<file path="src/rtl/usb_tx_nrzi_encoder.sv">
// Final USB full-speed transmit stage: NRZI-encodes the stuffed bit stream,
// drives the differential pair and output enable, and appends SE0/J end-of-packet.
module usb_tx_nrzi_encoder #(
    parameter int SE0_BITS = 2,
    parameter int MAX_ONES = 6
) (
    input  logic clk,
    input  logic rst,
    input  logic bit_strobe,
    input  logic tx_en,
    input  logic serial_in,
    input  logic stuffing,
    output logic d_plus,
    output logic d_minus,
    output logic d_oe,
    output logic busy,
    output logic eop_done,
    output logic stuff_err
);
    localparam int SE0_W = (SE0_BITS < 2) ? 1 : $clog2(SE0_BITS + 1);
    localparam logic [SE0_W-1:0] SE0_LAST = SE0_W'(SE0_BITS);
    localparam logic [2:0] ONES_LIMIT = 3'(MAX_ONES + 1);

    typedef enum logic [1:0] {
        IDLE,
        ACTIVE,
        SE0,
        EOP_J
    } state_t;

    state_t           state_reg, state_next;
    logic [2:0]       ones_cnt_reg, ones_cnt_next;
    logic [SE0_W-1:0] se0_cnt_reg, se0_cnt_next;
    logic             d_plus_reg, d_plus_next;
    logic             d_minus_reg, d_minus_next;
    logic             d_oe_reg, d_oe_next;
    logic             busy_reg, busy_next;
    logic             eop_done_reg, eop_done_next;
    logic             stuff_err_reg, stuff_err_next;

    logic             enc_bit;
    logic [2:0]       ones_inc;

    assign enc_bit  = stuffing ? 1'b0 : serial_in;
    assign ones_inc = (ones_cnt_reg == 3'd7) ? 3'd7 : ones_cnt_reg + 3'd1;

    always_ff @(posedge clk or posedge rst) begin
        if (rst) begin
            state_reg     <= IDLE;
            ones_cnt_reg  <= '0;
            se0_cnt_reg   <= '0;
            d_plus_reg    <= 1'b1;
            d_minus_reg   <= 1'b0;
            d_oe_reg      <= 1'b0;
            busy_reg      <= 1'b0;
            eop_done_reg  <= 1'b0;
            stuff_err_reg <= 1'b0;
        end else begin
            state_reg     <= state_next;
            ones_cnt_reg  <= ones_cnt_next;
            se0_cnt_reg   <= se0_cnt_next;
            d_plus_reg    <= d_plus_next;
            d_minus_reg   <= d_minus_next;
            d_oe_reg      <= d_oe_next;
            busy_reg      <= busy_next;
            eop_done_reg  <= eop_done_next;
            stuff_err_reg <= stuff_err_next;
        end
    end

    always_comb begin
        state_next     = state_reg;
        ones_cnt_next  = ones_cnt_reg;
        se0_cnt_next   = se0_cnt_reg;
        d_plus_next    = d_plus_reg;
        d_minus_next   = d_minus_reg;
        d_oe_next      = d_oe_reg;
        busy_next      = busy_reg;
        eop_done_next  = 1'b0;
        stuff_err_next = stuff_err_reg;

        if (bit_strobe) begin
            case (state_reg)
                IDLE: begin
                    if (tx_en) begin
                        // First bit is always encoded against J, whatever the line held before.
                        state_next     = ACTIVE;
                        d_oe_next      = 1'b1;
                        busy_next      = 1'b1;
                        d_plus_next    = enc_bit;
                        d_minus_next   = ~enc_bit;
                        ones_cnt_next  = enc_bit ? 3'd1 : 3'd0;
                        stuff_err_next = enc_bit && (ONES_LIMIT == 3'd1);
                    end
                end
                ACTIVE: begin
                    if (tx_en) begin
                        if (enc_bit) begin
                            ones_cnt_next = ones_inc;
                            if (ones_inc == ONES_LIMIT) begin
                                stuff_err_next = 1'b1;
                            end
                        end else begin
                            ones_cnt_next = 3'd0;
                            d_plus_next   = ~d_plus_reg;
                            d_minus_next  = ~d_minus_reg;
                        end
                    end else begin
                        state_next   = SE0;
                        d_plus_next  = 1'b0;
                        d_minus_next = 1'b0;
                        se0_cnt_next = SE0_W'(1);
                    end
                end
                SE0: begin
                    if (se0_cnt_reg < SE0_LAST) begin
                        se0_cnt_next = se0_cnt_reg + SE0_W'(1);
                    end else begin
                        state_next   = EOP_J;
                        d_plus_next  = 1'b1;
                        d_minus_next = 1'b0;
                    end
                end
                EOP_J: begin
                    state_next    = IDLE;
                    d_oe_next     = 1'b0;
                    busy_next     = 1'b0;
                    eop_done_next = 1'b1;
                end
                default: begin
                    state_next = IDLE;
                end
            endcase
        end
    end

    assign d_plus    = d_plus_reg;
    assign d_minus   = d_minus_reg;
    assign d_oe      = d_oe_reg;
    assign busy      = busy_reg;
    assign eop_done  = eop_done_reg;
    assign stuff_err = stuff_err_reg;
endmodule

</file>
<file path="config.mk">
export PLATFORM = sky130hd
export DESIGN_NAME = usb_tx_nrzi_encoder
export DESIGN_NICKNAME = d
export VERILOG_FILES = /design/src/rtl/usb_tx_nrzi_encoder.sv
export SDC_FILE = /design/constraint.sdc
export NUM_CORES = 1
export LEC_CHECK = 0
export ABC_AREA = 1
export BUFFER_PORTS_ARGS = -buffer_cell sky130_fd_sc_hd__buf_2
export CAP_MARGIN = 20
export CELL_PAD_IN_SITES_DETAIL_PLACEMENT = 1
export CELL_PAD_IN_SITES_GLOBAL_PLACEMENT = 1
export CORE_ASPECT_RATIO = 1.1
export CORE_MARGIN = 3
export CORE_UTILIZATION = 35
export DETAILED_ROUTE_END_ITERATION = 8
export PLACE_DENSITY = 0.71
export SLEW_MARGIN = 20
export SYNTH_ARGS = -nofsm -noshare
export SYNTH_HDL_FRONTEND = slang
export SYNTH_SLANG_ARGS = --single-unit
</file>
<file path="constraint.sdc">
create_clock -name clk -period 2.25 [get_ports clk]
set_input_delay 0.225 -clock clk [delete_from_list [all_inputs] [get_ports clk]]
set_output_delay 0.225 -clock clk [all_outputs]
set_load 0.005 [all_outputs]
</file>
==> out/qor.yml, run 1 <==
antenna_left: 0
crit_path_max_fanout: 7
reg2reg_from: "state_reg[1]$_DFFE_PP0P_"
worstSetupPathType: "flip-flop to flip-flop"
core.rowCount: 16
via_count: 656
hpwl_um: 1289
critPathMaxStageDelay_ns: 0.40
worst_pin_slew_ns: 0.4747
clk_path_buf_depth: 2
path_clk_slew_ns: 0.08
syn_nets: 110
ir_drop_uv: 478.5
die_width_um: 49.90
track_usage_pct: 14.02
detail_route.first_pass.iterations: 4
max_freq_ghz: 0.6822
synth-edff-count: 0
cp-startpoint: "state_reg[1]$_DFFE_PP0P_"
min-delay-start: "bit_strobe"
postSynthAreaPerCell_sq_um: 7.495
die-area_sq_um: 2709
cp_cell_sequence: "inv_1, ha_1, nand2_2, inv_2, nand2_1, nand2_1, nor2_2, nand2_1, o21ai_2"
status: "completed"
antennaDiodeCount: 0
met2RoutedLength_um: 681
antenna_found_initial: 0
cts_tree: "built"
viasPerCell: 4.652
cts.sinks: 12
grt_max_degree: 13
crit_top_cell: "nand2_1"
p_leak_nw: 0.4834
cp_slowest_cell: "dfrtp_1"
route.detailed.drc: 0
yosys.area.top_type: "dfrtp_1"
nets: 126
final_util_pct: 46.21
rsz0062_at_grt: "false"
clk_latency_ns: 0.27
post_cts_resized: 0
finalCriticalPeriod_ns: 1.466
largest_register_ffs: 3
die_h_um: 54.29
seq_area_frac_synth_pct: 40.64
critPathRequiredTime_ns: 2.42
whs_ns: 0.2118
power_density_nw_per_um2: 1163
drive_gt1_share_pct: 26.32
numCtsBuffers: 3
portBuffers: 11
hold_path.class: "primary input to flip-flop"
grt_pass1_vias: 643
finalCritPeriodShare_pct: 65.15
end_kind: "flip-flop"
gp_congestion: 0.8239
core_sq_um: 1882
wl_met1_um: 778
synth_cells: 99
avgRoutedWirePerCell_um: 11.09
root_buffer: "clkbuf_4"
synth_area_leaders: "dfrtp_1, nand2_1, inv_1"
areaGrowthSynthToFinish_pct: 17.20
synth_top_area_share_pct: 37.10
syn_area_sq_um: 742.0
relSlewSlack_pct: 68.32
synth_seq_cells: 12
synth_top_flop_cell: "dfrtp_1"
grt.overflow.total: 0
arrival_ns: 1.64
fin_skew_ns: 0.0009211
h-tree-depth: 1
dr_wl_met3_um: 68
wl_um: 1563
synth_cell_types: 20
synth_commonest_cells: "nand2_1, inv_1, dfrtp_1"
top_layer: "met4"
start_util_pct: 39.43
yosysMostFrequentCell: "nand2_1"
grt_pass1_wl_um: 2773
io_pins: 12
tns_ns: 0
finalHoldViolCount: 0
yosys_warnings: 0
setup_viol: 0
maxCapViolations: 0
cp-start-kind: "flip-flop"
async_reset_ff_share_pct: 100.0
drtIter0Drc: 4
timing.final.max_slew_violations: 0
[kinds of logic after synthesis]
family	synth area share [%]
simple gates	26.48
buf+inv	12.14
compound gates	12.31
flops	40.64
fa+ha+maj	8.432
[critical path, delay by kind of cell, from the launching register on]
kind                     cells  cell delay (ns)
flip-flops                   1             0.40
buffers and inverters        2             0.20
AO/OA/AOI/OAI                1             0.05
adder cells (fa/ha/maj)      1             0.32
AND/OR/NAND/NOR              5             0.39
[per-layer routing]
| metal | global-route usage [%] | vias up |
|---|---|---|
| met1 | 17.76 | 305 |
| met3 | 2.725 | 4 |
| met4 | 8.295 | 0 |
| met2 | 22.47 | 16 |
| li1 | - | 331 |
| met5 | 0 | - |
[power by group]
group	switching, mW	total [mW]	internal (mW)
combinational	0.309	0.492	0.183
sequential	0.0491	0.346	0.297
clock	0.0753	0.174	0.0984
total	0.434	1.01	0.578
[path summary, 6_finish.rpt]
check | endpoint | slack (ns) | cells past startpoint
worst max-delay path | d_minus$_DFFE_PP0P_ | 0.78 | 9
worst min-delay path | eop_done$_DFF_PP0_ | 0.21 | 3
worst max register to register | d_minus$_DFFE_PP0P_ | 0.78 | 9
worst min register to register | ones_cnt_reg[1]$_DFFE_PP0P_ | 0.50 | 2
max in group asynchronous | d_plus$_DFFE_PP1P_ | 1.40 | 3
min in group asynchronous | busy$_DFFE_PP0P_ | 0.51 | 3
[cell usage in the layout (no fill, tap or decap), types with 2 or more instances in the layout]
cell type,instances
nand2_1,26
inv_1,17
dfrtp_1,11
buf_2,11
o21ai_1,6
inv_2,5
nor2_1,5
o21ai_0,5
ha_1,5
nand3_1,4
clkbuf_4,3
nand2_2,2
nor2_2,2
a21oi_1,2
a21oi_2,2
[timing repair]
action / in CTS / in global routing
hold buffers: 1 / 0
buffers inserted: 0 / 0
hold endpoints to repair: 11 / 0
[area by class of cell]
cell class | count | area (sq um)
multi-input cells | 64 | 350.3
fillers | 272 | 1012
flip-flops and latches | 12 | 301.5
clock buffers | 4 | 36.28
well taps | 27 | 33.78
repair buffers | 12 | 65.06
inverters | 22 | 82.58
[through the flow]
step / instances / cell area, sq um / power (mW) / worst slack, ns
6_report: 141 / 869.6 / 1.012 / 0.7841
5_1_grt: 141 / 869.6 / 1.121 / 0.6419
4_1_cts: 141 / 869.6 / 1.034 / 0.7668
3_5_place_dp: 136 / 823.3 / 0.8498 / 0.7929
3_3_place_gp: 136 / 823.3 / 0.8293 / 0.8641
2_1_floorplan: 99 / 742.0 / 0.7220 / 0.9571
Power figures use the tool's default switching activity.
==> run 2, diff against run 1 <==
PLACE_DENSITY = 0.73   (was 0.71)
clock period = 1.2 ns   (was 2.25 ns; I/O delays follow)
==> run 2 against run 1 <==
  * The flow now finishes with violations (setup timing)
  * Sequential power grew 95%
  * Non-clock buffer count up 13
  * Critical endpoint is now state_reg[0]$_DFFE_PP0P_
  * Critical path type unchanged
  * Via count is 8.8% higher
  * Clock-buffer cell count stayed put
  * First-iteration DRC count down 25%
  * Core utilization is 11 points higher
  * Worst setup slack got worse by 0.89 ns
  * Power grew to 2.6 times the previous value
  * Largest cell class unchanged
  * Combinational power rose to 3.4 times the previous value
  * Register-to-register slack worse by 0.89 ns
==> out/qor.yml, run 2 (same netlist as run 1, synthesis figures left out) <==
largest_register_ffs: 3  # unchanged
multi_input_area_sq_um: 469.2  # +34%
fin_skew_ns: 0.005426  # +0.004505 ns
clk_path_buf_depth: 2  # unchanged
nets: 139  # +10%
arrival_ns: 1.46  # -0.18 ns
core_sq_um: 1882  # unchanged
antennaDiodeCount: 0  # unchanged
critPathRequiredTime_ns: 1.36  # -1.06 ns
cp_slowest_cell: "dfrtp_1"
wl_um: 1954  # +25%
timing.final.max_slew_violations: 0  # unchanged
gp_congestion: 0.7776  # -5.6%
worst_pin_slew_ns: 0.4679  # -0.006878 ns
fin_ws_ns: -0.1064  # -0.8905 ns
finalCritPeriodShare_pct: 108.9  # +44 points
placed_cell_area_sq_um: 920.9  # +12%
detail_route.first_pass.iterations: 4  # unchanged
ir_drop_uv: 1691  # +250%
end_kind: "flip-flop"
start_util_pct: 39.43  # unchanged
whs_ns: 0.1265  # -0.08524 ns
status: "complete, but fails checks"
register_area_sq_um: 302.8  # +0.41%
critPathMaxStageDelay_ns: 0.41  # about the same
io_pins: 12  # unchanged
grt_pass1_vias: 830  # +29%
p_leak_nw: 0.5679  # +17%
grt_max_degree: 13  # unchanged
rsz0062_at_grt: "true"
max_freq_ghz: 0.7655  # +12%
areaGrowthSynthToFinish_pct: 46.21
dr_wl_met3_um: 86  # +26%
hpwl_um: 1353  # +4.9%
cp_cell_sequence: "buf_4, ha_4, nand2_4, nand3_4, o21ai_2, nand2_1"
route.detailed.drc: 0  # unchanged
antenna_found_initial: 0  # unchanged
die_h_um: 54.29  # unchanged
setup_viol: 10  # +10
via_count: 714  # +8.8%
finalCriticalPeriod_ns: 1.306  # -0.1595 ns
violations: "setup timing"
root_buffer: "clkbuf_4"
worstSetupPathType: "flip-flop to flip-flop"
core.rowCount: 16  # unchanged
fillers: 243  # -11%
die_width_um: 49.90  # unchanged
antenna_left: 0  # unchanged
r2r_setup_slack_ns: -0.11  # -0.89 ns
h-tree-depth: 1  # unchanged
portBuffers: 11  # unchanged
power_density_nw_per_um2: 2398  # +110%
final_util_pct: 57.65  # +11 points
clk_latency_ns: 0.27  # about the same
top_layer: "met4"
cts.sinks: 12  # unchanged
finalHoldViolCount: 0  # unchanged
final_cell_area_sq_um: 1085  # +25%
crit_path_max_fanout: 4  # -3
numCtsBuffers: 3  # unchanged
cp-start-kind: "flip-flop"
track_usage_pct: 17.83  # +3.8 points
final_common_cell: "nand2_1"
hold_path.class: "primary input to flip-flop"
die-area_sq_um: 2709  # unchanged
avgRoutedWirePerCell_um: 12.69  # +14%
drive_gt1_share_pct: 48.82  # +23 points
wl_met1_um: 845  # +8.6%
drtIter0Drc: 3  # -1
path_clk_slew_ns: 0.08  # about the same
grt_pass1_wl_um: 3629  # +31%
worst-path-buf-inv: 1  # -1
cp_top_family: "flip-flops"
layout_common_cells: "nand2_1, inv_1, buf_4, buf_2, dfrtp_1"
relSlewSlack_pct: 68.78  # +0.46 points
maxCapViolations: 0  # unchanged
grt.overflow.total: 0  # unchanged
met2RoutedLength_um: 1009  # +48%
viasPerCell: 4.636  # -0.35%
cts_tree: "built"
## run 2: worst min-delay path: stages
cell	delay (ns)
buf_2	0.13
nand2_1	0.07
inv_1	0.04
## run 2: path summary, 6_finish.rpt
kind | from | depth (start not counted) | end
worst min register to register | ones_cnt_reg[1]$_DFFE_PP0P_ | 2 | ones_cnt_reg[1]$_DFFE_PP0P_
worst max register to register | state_reg[1]$_DFFE_PP0P_ | 6 | state_reg[0]$_DFFE_PP0P_
worst min-delay path | bit_strobe | 3 | eop_done$_DFF_PP0_
worst max-delay path | state_reg[1]$_DFFE_PP0P_ | 6 | state_reg[0]$_DFFE_PP0P_
min in group asynchronous | rst | 3 | busy$_DFFE_PP0P_
max in group asynchronous | rst | 3 | state_reg[0]$_DFFE_PP0P_
## run 2: power by group
group          internal [mW]  switching, mW  total (mW)
Clock                  0.129          0.142       0.270
Sequential             0.560          0.114       0.674
Combinational          0.771          0.886        1.66
## run 2: repair_timing
action	4_1_cts	5_1_grt
hold buffers	1	0
gates resized for setup	12	10
setup endpoints to repair	10	11
buffers inserted	7	0
endpoints found under the hold margin	11	0
pin swaps	12	8
## run 2: layout make-up
class,instances,share of cell area (%)
tap,27,3.114
timing repair buffer,25,14.99
multi-input combinational,64,43.25
inverter,22,8.305
clock buffer,4,2.422
sequential,12,27.91
## run 2: metal layers
metal	GRT usage, %	vias up
met5	0	-
met4	7.834	0
met3	4.360	2
met2	32.82	16
met1	19.77	338
li1	-	358
## run 2: stage by stage
stage | worst slack [ns] | total power [mW] | std cells | TNS [ns]
2_1_floorplan | 0.009091 | 1.501 | 99 | 0
3_3_place_gp | -0.08588 | 1.853 | 143 | -0.4017
3_5_place_dp | -0.09125 | 1.898 | 143 | -0.6435
4_1_cts | -0.07695 | 2.491 | 155 | -0.4666
5_1_grt | -0.1788 | 2.852 | 154 | -1.704
6_report | -0.1064 | 2.601 | 154 | -0.7143
